[config.mk]
export PLATFORM = sky130hd
export DESIGN_NAME = miriscv_mem_arbiter
export DESIGN_NICKNAME = d
export VERILOG_FILES = /design/src/rtl/miriscv_mem_arb_pkg.sv /design/src/rtl/miriscv_rr_arb2.sv /design/src/rtl/miriscv_mem_arbiter.sv
export SDC_FILE = /design/constraint.sdc
export NUM_CORES = 1
export LEC_CHECK = 0
export ABC_AREA = 1
export CORE_AREA = 2 2 106 108
export CTS_CLUSTER_SIZE = 16
export DETAILED_ROUTE_END_ITERATION = 8
export DIE_AREA = 0 0 108 110
export RECOVER_POWER = 100
export SYNTH_ARGS = -nofsm -noshare
export SYNTH_HDL_FRONTEND = slang
export SYNTH_SLANG_ARGS = --single-unit
[constraint.sdc]
create_clock -name clk_i -period 3.7 [get_ports clk_i]
set_clock_uncertainty 0.2 [all_clocks]
set_input_delay 0.37 -clock clk_i [delete_from_list [all_inputs] [get_ports clk_i]]
set_output_delay 0.37 -clock clk_i [all_outputs]
set_load 0.02 [all_outputs]
[src/rtl/miriscv_mem_arb_pkg.sv]
//------------------------------------------------------------------------------
// Module  : miriscv_mem_arb_pkg
// Brief   : Shared types and constants for the fetch/LSU memory arbiter.
// Revision: 1.0
//------------------------------------------------------------------------------
`default_nettype none

package miriscv_mem_arb_pkg;

  typedef enum logic {
    ARB_IDLE = 1'b0,
    ARB_BUSY = 1'b1
  } arb_state_e;

  typedef enum logic {
    ARB_OWNER_INSTR = 1'b0,
    ARB_OWNER_DATA  = 1'b1
  } arb_owner_e;

  // Sliced down to XLEN/8 at the point of use
  localparam logic [15:0] ARB_INSTR_BE = '1;

endpackage

`default_nettype wire

[src/rtl/miriscv_rr_arb2.sv]
//------------------------------------------------------------------------------
// Module  : miriscv_rr_arb2
// Brief   : Two-input round-robin pick; last_grant advances only on update.
// Revision: 1.0
//------------------------------------------------------------------------------
`default_nettype none

module miriscv_rr_arb2
  import miriscv_mem_arb_pkg::*;
(
  input  logic clk_i,
  input  logic arstn_i,
  input  logic req_instr_i,
  input  logic req_data_i,
  input  logic update_i,
  output logic grant_data_o
);

  arb_owner_e r_last_grant;
  arb_owner_e w_grant;

  always_comb begin
    w_grant = ARB_OWNER_DATA;
    if (req_instr_i && req_data_i) begin
      w_grant = (r_last_grant == ARB_OWNER_INSTR) ? ARB_OWNER_DATA : ARB_OWNER_INSTR;
    end else if (req_instr_i) begin
      w_grant = ARB_OWNER_INSTR;
    end
  end

  // Reset to INSTR so that DATA wins the first tie
  always_ff @(posedge clk_i) begin
    if (!arstn_i) begin
      r_last_grant <= ARB_OWNER_INSTR;
    end else if (update_i) begin
      r_last_grant <= w_grant;
    end
  end

  assign grant_data_o = (w_grant == ARB_OWNER_DATA);

endmodule

`default_nettype wire

[src/rtl/miriscv_mem_arbiter.sv]
//------------------------------------------------------------------------------
// Module  : miriscv_mem_arbiter
// Brief   : Shares one data-memory port between fetch and LSU, one transaction
//           outstanding. Optional watchdog: MIRISCV_MEM_ARB_TIMEOUT_EN.
// Revision: 1.0
//------------------------------------------------------------------------------
`default_nettype none

module miriscv_mem_arbiter
  import miriscv_mem_arb_pkg::*;
#(
  parameter int XLEN           = 32,
  parameter int TIMEOUT_CYCLES = 64
) (
  input  logic              clk_i,
  input  logic              arstn_i,

  input  logic              instr_req_i,
  input  logic [XLEN-1:0]   instr_addr_i,
  output logic              instr_rvalid_o,
  output logic [XLEN-1:0]   instr_rdata_o,

  input  logic              data_req_i,
  input  logic              data_we_i,
  input  logic [XLEN/8-1:0] data_be_i,
  input  logic [XLEN-1:0]   data_addr_i,
  input  logic [XLEN-1:0]   data_wdata_i,
  output logic              data_rvalid_o,
  output logic [XLEN-1:0]   data_rdata_o,

  output logic              mem_req_o,
  output logic              mem_we_o,
  output logic [XLEN/8-1:0] mem_be_o,
  output logic [XLEN-1:0]   mem_addr_o,
  output logic [XLEN-1:0]   mem_wdata_o,
  input  logic              mem_rvalid_i,
  input  logic [XLEN-1:0]   mem_rdata_i,

  output logic              arb_busy_o,
  output logic              arb_timeout_o
);

  arb_state_e r_state;
  arb_state_e w_state_next;
  arb_owner_e r_owner;
  arb_owner_e w_grant;
  logic       w_grant_data;
  logic       w_any_req;
  logic       w_start;
  logic       w_busy;
  logic       w_owner_req;
  logic       w_timeout;

  assign w_any_req   = instr_req_i | data_req_i;
  assign w_start     = (r_state == ARB_IDLE) && w_any_req;
  assign w_busy      = (r_state == ARB_BUSY);
  assign w_grant     = w_grant_data ? ARB_OWNER_DATA : ARB_OWNER_INSTR;
  assign w_owner_req = (r_owner == ARB_OWNER_DATA) ? data_req_i : instr_req_i;

  miriscv_rr_arb2 u_rr_arb2 (
    .clk_i        (clk_i),
    .arstn_i      (arstn_i),
    .req_instr_i  (instr_req_i),
    .req_data_i   (data_req_i),
    .update_i     (w_start),
    .grant_data_o (w_grant_data)
  );

  always_ff @(posedge clk_i) begin
    if (!arstn_i) begin
      r_state <= ARB_IDLE;
      r_owner <= ARB_OWNER_DATA;
    end else begin
      r_state <= w_state_next;
      if (w_start) begin
        r_owner <= w_grant;
      end
    end
  end

`ifdef MIRISCV_MEM_ARB_TIMEOUT_EN
  localparam int c_wdog_w = $clog2(TIMEOUT_CYCLES + 1);

  logic [c_wdog_w-1:0] r_wdog_cnt;

  always_ff @(posedge clk_i) begin
    if (!arstn_i || w_start) begin
      r_wdog_cnt <= '0;
    end else if (w_busy && !mem_rvalid_i) begin
      r_wdog_cnt <= r_wdog_cnt + 1'b1;
    end
  end

  // A real response in the same cycle takes precedence over expiry
  assign w_timeout = w_busy && !mem_rvalid_i &&
                     (r_wdog_cnt == c_wdog_w'(TIMEOUT_CYCLES - 1));
`else
  // Without the watchdog BUSY waits indefinitely; a negative limit has no meaning
  assign w_timeout = (TIMEOUT_CYCLES < 0);
`endif

  always_comb begin
    w_state_next   = r_state;
    mem_req_o      = 1'b0;
    mem_we_o       = 1'b0;
    mem_be_o       = '0;
    mem_addr_o     = '0;
    mem_wdata_o    = '0;
    instr_rvalid_o = 1'b0;
    instr_rdata_o  = '0;
    data_rvalid_o  = 1'b0;
    data_rdata_o   = '0;

    case (r_state)
      ARB_IDLE: begin
        if (w_any_req) begin
          w_state_next = ARB_BUSY;
        end
      end
      ARB_BUSY: begin
        mem_req_o = w_owner_req & ~mem_rvalid_i;
        if (r_owner == ARB_OWNER_DATA) begin
          mem_we_o    = data_we_i;
          mem_be_o    = data_be_i;
          mem_addr_o  = data_addr_i;
          mem_wdata_o = data_wdata_i;
        end else begin
          mem_be_o    = ARB_INSTR_BE[XLEN/8-1:0];
          mem_addr_o  = instr_addr_i;
        end

        if (mem_rvalid_i || w_timeout) begin
          w_state_next = ARB_IDLE;
          if (r_owner == ARB_OWNER_DATA) begin
            data_rvalid_o = 1'b1;
            data_rdata_o  = mem_rvalid_i ? mem_rdata_i : '0;
          end else begin
            instr_rvalid_o = 1'b1;
            instr_rdata_o  = mem_rvalid_i ? mem_rdata_i : '0;
          end
        end else if (!w_owner_req) begin
          // Owner withdrew (e.g. LSU kill); a late response lands in IDLE and is dropped
          w_state_next = ARB_IDLE;
        end
      end
      default: begin
        w_state_next = ARB_IDLE;
      end
    endcase
  end

  assign arb_busy_o    = w_busy;
  assign arb_timeout_o = w_timeout;

endmodule

`default_nettype wire

==> metrics.cfg, run 1 <==
[setup_path]
timing.critical_path.to_type = output pin
start_kind = flip-flop
cp_data_required_time_ns = 3.13
cp_data_arrival_time_ns = 2.61
cp_max_fo = 34
crit_type = flip-flop to output pin

[clocking]
cts_made_buffers = 3
clkTransAtPathRegs_ns = 0.03
post_cts_setup_driven_buffer_insertion_count = 0
cts_hold_repair.buffers = 0
clock_sink_count = 3
clock_latency_reported_for_the_late_side_of_the_worst_skew_pair_ns = 0.22
ctsLongestPathBuffers = 2
clockRootBuffer = sky130_fd_sc_hd__clkbuf_8
post_cts_resized = 0
ctsHtreeMaxLevel = 1
clock_tree_from_tritoncts = done

[yosys]
yosys_register_bits = 3
synth_cell_type_count = 19
sequential_cell_area_fraction_in_the_yosys_report = 0.0462
postSynthCellCount = 311
avgSynthCellArea_sq_um = 4.18
postSynthNetCount = 449
synth_area_sq_um = 1300
yosysWarningCount = 0

[final_layout]
fin_nets = 715
antenna_cells = 0
final_layout_size_suffix_gt1_frac = 0.0365
final_cell_mix = 142 x sky130_fd_sc_hd__clkdlybuf4s50_1, 132 x sky130_fd_sc_hd__dlygate4sd3_1, 102 x sky130_fd_sc_hd__nand2_1
area_growth_syn_to_layout_pct = 221
mostFrequentLayoutCell = sky130_fd_sc_hd__clkdlybuf4s50_1

[pwr]
worst_case_vdd_ir_drop_mv = 0.0656
power_density_nw_per_um2 = 146
leakage_power_summed_over_all_cells_nw = 2.40

[route]
route.final.wire_length_um = 7730
firstDrtPassIters = 4
drc_errors = 0
post_drt_wl_per_cell_um = 10.8
route.antenna.remaining_nets = 0
num_vias = 2641
vias_per_cell = 3.69
drt-initial-drc-count = 70

[die]
floorplan.die.width_um = 108
die_area_sq_um = 11900
overall_die_height_um = 110
design.portCount = 276
fp-row-count = 38
initial_core_util = 0.122
core-area_sq_um = 10700

[placement]
dp_hpwl_um = 6660
gp_congestion = 0.781
dpl_worst_slack_ns = 0.977
place.port_buffers = 274

[sta]
rsz0062_at_grt = no
timing.final.hold_violations = 0
max_clock_freq_mhz = 315
setup_ws_ns = 0.523
finalSetupTns_ns = 0
setup-violations-final = 0
timing.final.max_slew_violations = 0
min_period_ns = 3.18
worst_pin_slew_ns = 0.741
slew_headroom = 0.504
min_period_over_period = 0.859

[grt]
globalRouteMet2Util = 0.227
grt-busiest-layer = met2
track_usage = 0.113
grt_start_max_net_pins = 35
antenna_violations_before_repair = 0
use_met3 = 0.0270
grt_pass1_vias = 2382
overflow = 0
groute.layer.met1.usage = 0.115
first_pass_grt_wire_length_um = 11000

[hold_path]
worst_hold_path_type = flip-flop to flip-flop

[status]
run_status = finished clean

[job]
cap_violations = 0

-- kinds of logic (layout without fill, tap and decap cells) --
group           Yosys count  in the layout  synth area share
compound gates            3              3            0.0115
buf+inv                  90            355             0.287
flops                     3              3            0.0462
other cells               1              1           0.00288
simple gates            214            214             0.653
-- through the flow --
step           instance area, sq um  power (W)  instances  hold WS, ns   util
2_1_floorplan                  1300   0.000241        311        0.238      -
5_1_grt                        4180   0.000655        716        0.295  0.391
6_report                       4180   0.000610        716        0.257  0.391
3_3_place_gp                   4150   0.000543        712        0.249  0.388
3_5_place_dp                   4150   0.000546        712        0.257  0.388
4_1_cts                        4190   0.000650        716        0.260  0.392
-- layer usage --
metal  vias up  share of wire
li1       1379              -
met1      1094           0.35
met2       157           0.51
met3        11           0.11
met4         0          0.017
met5         -              0
-- worst max-delay path, stage by stage (launching register included) --
cell,delay [ns]
sky130_fd_sc_hd__dfxtp_1,0.43
sky130_fd_sc_hd__nand2_2,0.39
sky130_fd_sc_hd__clkinv_2,0.15
sky130_fd_sc_hd__clkbuf_2,0.51
sky130_fd_sc_hd__nand2_1,0.10
sky130_fd_sc_hd__nand2_1,0.09
sky130_fd_sc_hd__dlygate4sd3_1,0.69
-- final timing paths --
path                                             from                                  end  slack (ns)  cells past startpoint
setup / recovery                 r_owner$_SDFFE_PN1P_                       mem_addr_o[11]        0.52                      6
hold / removal    u_rr_arb2.r_last_grant$_SDFFE_PN0P_  u_rr_arb2.r_last_grant$_SDFFE_PN0P_        0.26                      2
setup reg to reg                 r_owner$_SDFFE_PN1P_                arb_busy_o$_SDFF_PN0_        2.52                      4
hold reg to reg   u_rr_arb2.r_last_grant$_SDFFE_PN0P_  u_rr_arb2.r_last_grant$_SDFFE_PN0P_        0.26                      2
-- sequential cells by signal (all words and copies together), names as in the netlist --
register and flops:
arb_busy_o 1, r_owner 1, u_rr_arb2.r_last_grant 1
-- synthesized netlist by cell type, drive strengths merged --
library cell,number,area [sq um]
nor2,107,434
nand2,104,400
a21oi,2,10.0
clkinv,1,5.00
nand3,3,15.0
dfxtp,3,60.1
inv,73,274
conb,1,3.75
clkbuf,1,3.75
o21ai,1,5.00
buf,15,90.1
-- power breakdown --
group	internal, W	switching [W]
clock	0.0000737	0.0000240
sequential	0.0000356	0.00000329
combinational	0.000249	0.000225
-- final cells by class --
type / count / area [sq um]
repair buffers: 277 / 2760
multi-input cells: 218 / 863
inverters: 74 / 279
flip-flops and latches: 3 / 60.1
clock buffers: 4 / 45.0
well taps: 140 / 175
fillers: 1135 / 6520
(Power assumes the default switching activity.)
==> inputs of run 2 (changes only) <==
Settings changed: MAX_ROUTING_LAYER set to met4.
==> run 2 against run 1 <==
Against the previous run: setup slack better by 0.0028 ns; combinational power about the same; total power about the same; non-clock buffer count unchanged; sequential power about the same; cell area unchanged; register-to-register slack about the same; core utilization unchanged; worst hold slack unchanged.
==> metrics.cfg, run 2 (synthesis results as in run 1) <==
[final_layout]
fin_nets = 715  ; unchanged
final_layout_size_suffix_gt1_frac = 0.0365  ; unchanged
area_growth_syn_to_layout_pct = 221  ; unchanged
final_cell_mix = 142 x sky130_fd_sc_hd__clkdlybuf4s50_1, 132 x sky130_fd_sc_hd__dlygate4sd3_1, 102 x sky130_fd_sc_hd__nand2_1
mostFrequentLayoutCell = sky130_fd_sc_hd__clkdlybuf4s50_1
final_util = 0.391  ; unchanged
fillerInstances = 1135  ; unchanged
antenna_cells = 0  ; unchanged

[setup_path]
critPathSlowestCell = sky130_fd_sc_hd__dlygate4sd3_1
timing.critical_path.to_type = output pin
regToRegEndpoint = arb_busy_o$_SDFF_PN0_
cpPeakStageDelay_ns = 0.68  ; about the same
cp-startpoint = r_owner$_SDFFE_PN1P_
cp_data_required_time_ns = 3.13  ; about the same
reg2reg_depth = 4  ; unchanged
crit_type = flip-flop to output pin
cp_data_arrival_time_ns = 2.60  ; about the same
worstPathCellList = nand2_2 -> clkinv_2 -> clkbuf_2 -> nand2_1 -> nand2_1 -> dlygate4sd3_1
timing.rr.start = r_owner$_SDFFE_PN1P_
cp_max_fo = 34  ; unchanged
worst_path_most_repeated_cell = sky130_fd_sc_hd__nand2_1
start_kind = flip-flop
slack_of_the_worst_reg_to_reg_path_ns = 2.52  ; about the same

[clocking]
cts_made_buffers = 3  ; unchanged
ctsLongestPathBuffers = 2  ; unchanged
clkTransAtPathRegs_ns = 0.03  ; about the same
post_cts_resized = 0  ; unchanged
clock_tree_from_tritoncts = done
clock_sink_count = 3  ; unchanged
clock_latency_reported_for_the_late_side_of_the_worst_skew_pair_ns = 0.22  ; about the same
post_cts_setup_driven_buffer_insertion_count = 0  ; unchanged
clockRootBuffer = sky130_fd_sc_hd__clkbuf_8
ctsHtreeMaxLevel = 1  ; unchanged
cts_hold_repair.buffers = 0  ; unchanged

[sta]
setup-violations-final = 0  ; unchanged
timing.final.hold_violations = 0  ; unchanged
min_period_over_period = 0.858  ; about the same
worst_pin_slew_ns = 0.741  ; unchanged
min_period_ns = 3.17  ; -0.00276 ns
slew_headroom = 0.504  ; unchanged
finalSetupTns_ns = 0  ; unchanged
rsz0062_at_grt = no
timing.final.max_slew_violations = 0  ; unchanged
setup_ws_ns = 0.526  ; +0.00276 ns
max_clock_freq_mhz = 315  ; about the same

[grt]
grt_start_max_net_pins = 35  ; unchanged
track_usage = 0.116  ; +0.00323
grt_pass1_vias = 2387  ; +0.21%
first_pass_grt_wire_length_um = 11000  ; -0.25%
antenna_violations_before_repair = 0  ; unchanged
overflow = 0  ; unchanged

[die]
initial_core_util = 0.122  ; unchanged
core-area_sq_um = 10700  ; unchanged
die_area_sq_um = 11900  ; unchanged
fp-row-count = 38  ; unchanged
floorplan.die.width_um = 108  ; unchanged
overall_die_height_um = 110  ; unchanged
design.portCount = 276  ; unchanged

[route]
post_drt_wl_per_cell_um = 10.8  ; about the same
vias_per_cell = 3.69  ; +0.15%
drc_errors = 0  ; unchanged
num_vias = 2645  ; +0.15%
route.final.wire_length_um = 7730  ; about the same
drt-initial-drc-count = 70  ; unchanged
firstDrtPassIters = 4  ; unchanged
route.antenna.remaining_nets = 0  ; unchanged

[pwr]
power_frac_seq = 0.064  ; about the same
power_density_nw_per_um2 = 146  ; about the same
leakage_power_summed_over_all_cells_nw = 2.40  ; unchanged
net-switching-power_w = 0.000252  ; about the same
combinational_power_share = 0.776  ; about the same
totalPowerFinal_w = 0.000611  ; about the same
clock_power_share = 0.160  ; about the same
cell_internal_pwr_w = 0.000359  ; about the same
p_sw_frac = 0.413  ; about the same
worst_case_vdd_ir_drop_mv = 0.0656  ; about the same

[hold_path]
worst_hold_path_type = flip-flop to flip-flop
hold_path_depth = 2  ; unchanged
startpoint_of_the_worst_hold_path = u_rr_arb2.r_last_grant$_SDFFE_PN0P_
worstHoldEndpoint = u_rr_arb2.r_last_grant$_SDFFE_PN0P_

[placement]
dpl_worst_slack_ns = 0.977  ; unchanged
dp_hpwl_um = 6660  ; unchanged
place.port_buffers = 274  ; unchanged
gp_congestion = 0.792  ; +1.4%

[job]
cap_violations = 0  ; unchanged

[status]
run_status = finished clean

run 2: worst max path at each step:
stage          depth (start not counted)                 to
2_1_floorplan                          5  instr_rdata_o[22]
3_3_place_gp                           6     mem_addr_o[11]
3_5_place_dp                           6     mem_addr_o[11]
4_1_cts                                6     mem_addr_o[11]
5_1_grt                                6     mem_addr_o[11]
6_report                               6      mem_addr_o[1]
run 2: area by class of cell:
type,instances,area (sq um),share of cell area
repair buffers,277,2760,0.660
multi-input cells,218,863,0.206
inverters,74,279,0.0667
well taps,140,175,0.0419
flip-flops and latches,3,60.1,0.0144
clock buffers,4,45.0,0.0108
run 2: power by group through the flow:
stage          Sequential, W  Combinational, W   Clock, W
2_1_floorplan      0.0000401          0.000201          0
3_3_place_gp       0.0000392          0.000504          0
3_5_place_dp       0.0000394          0.000507          0
4_1_cts            0.0000389          0.000509   0.000102
5_1_grt            0.0000392          0.000511   0.000105
6_report           0.0000389          0.000474  0.0000977
run 2: per-layer routing:
layer	track usage	vias to the layer above	share of wire	routed length, um
met3	0.0206	11	0.10	799
met4	0.0357	0	0.017	131
li1	-	1379	-	-
met5	-	-	0	0
met2	0.227	157	0.51	3980
met1	0.118	1098	0.36	2820
run 2: worst max-delay path, delay by kind of cell, from the launching register on:
kind / cells / cell delay, ns
simple gates: 3 / 0.60
buf+inv: 3 / 1.34
flops: 1 / 0.43
run 2: per-stage QoR:
step | area (sq um) | hold WS [ns] | instances
finish | 4180 | 0.257 | 716
global route | 4180 | 0.295 | 716
CTS | 4190 | 0.260 | 716
floorplan | 1300 | 0.238 | 311
global placement | 4150 | 0.249 | 712
detailed placement | 4150 | 0.257 | 712
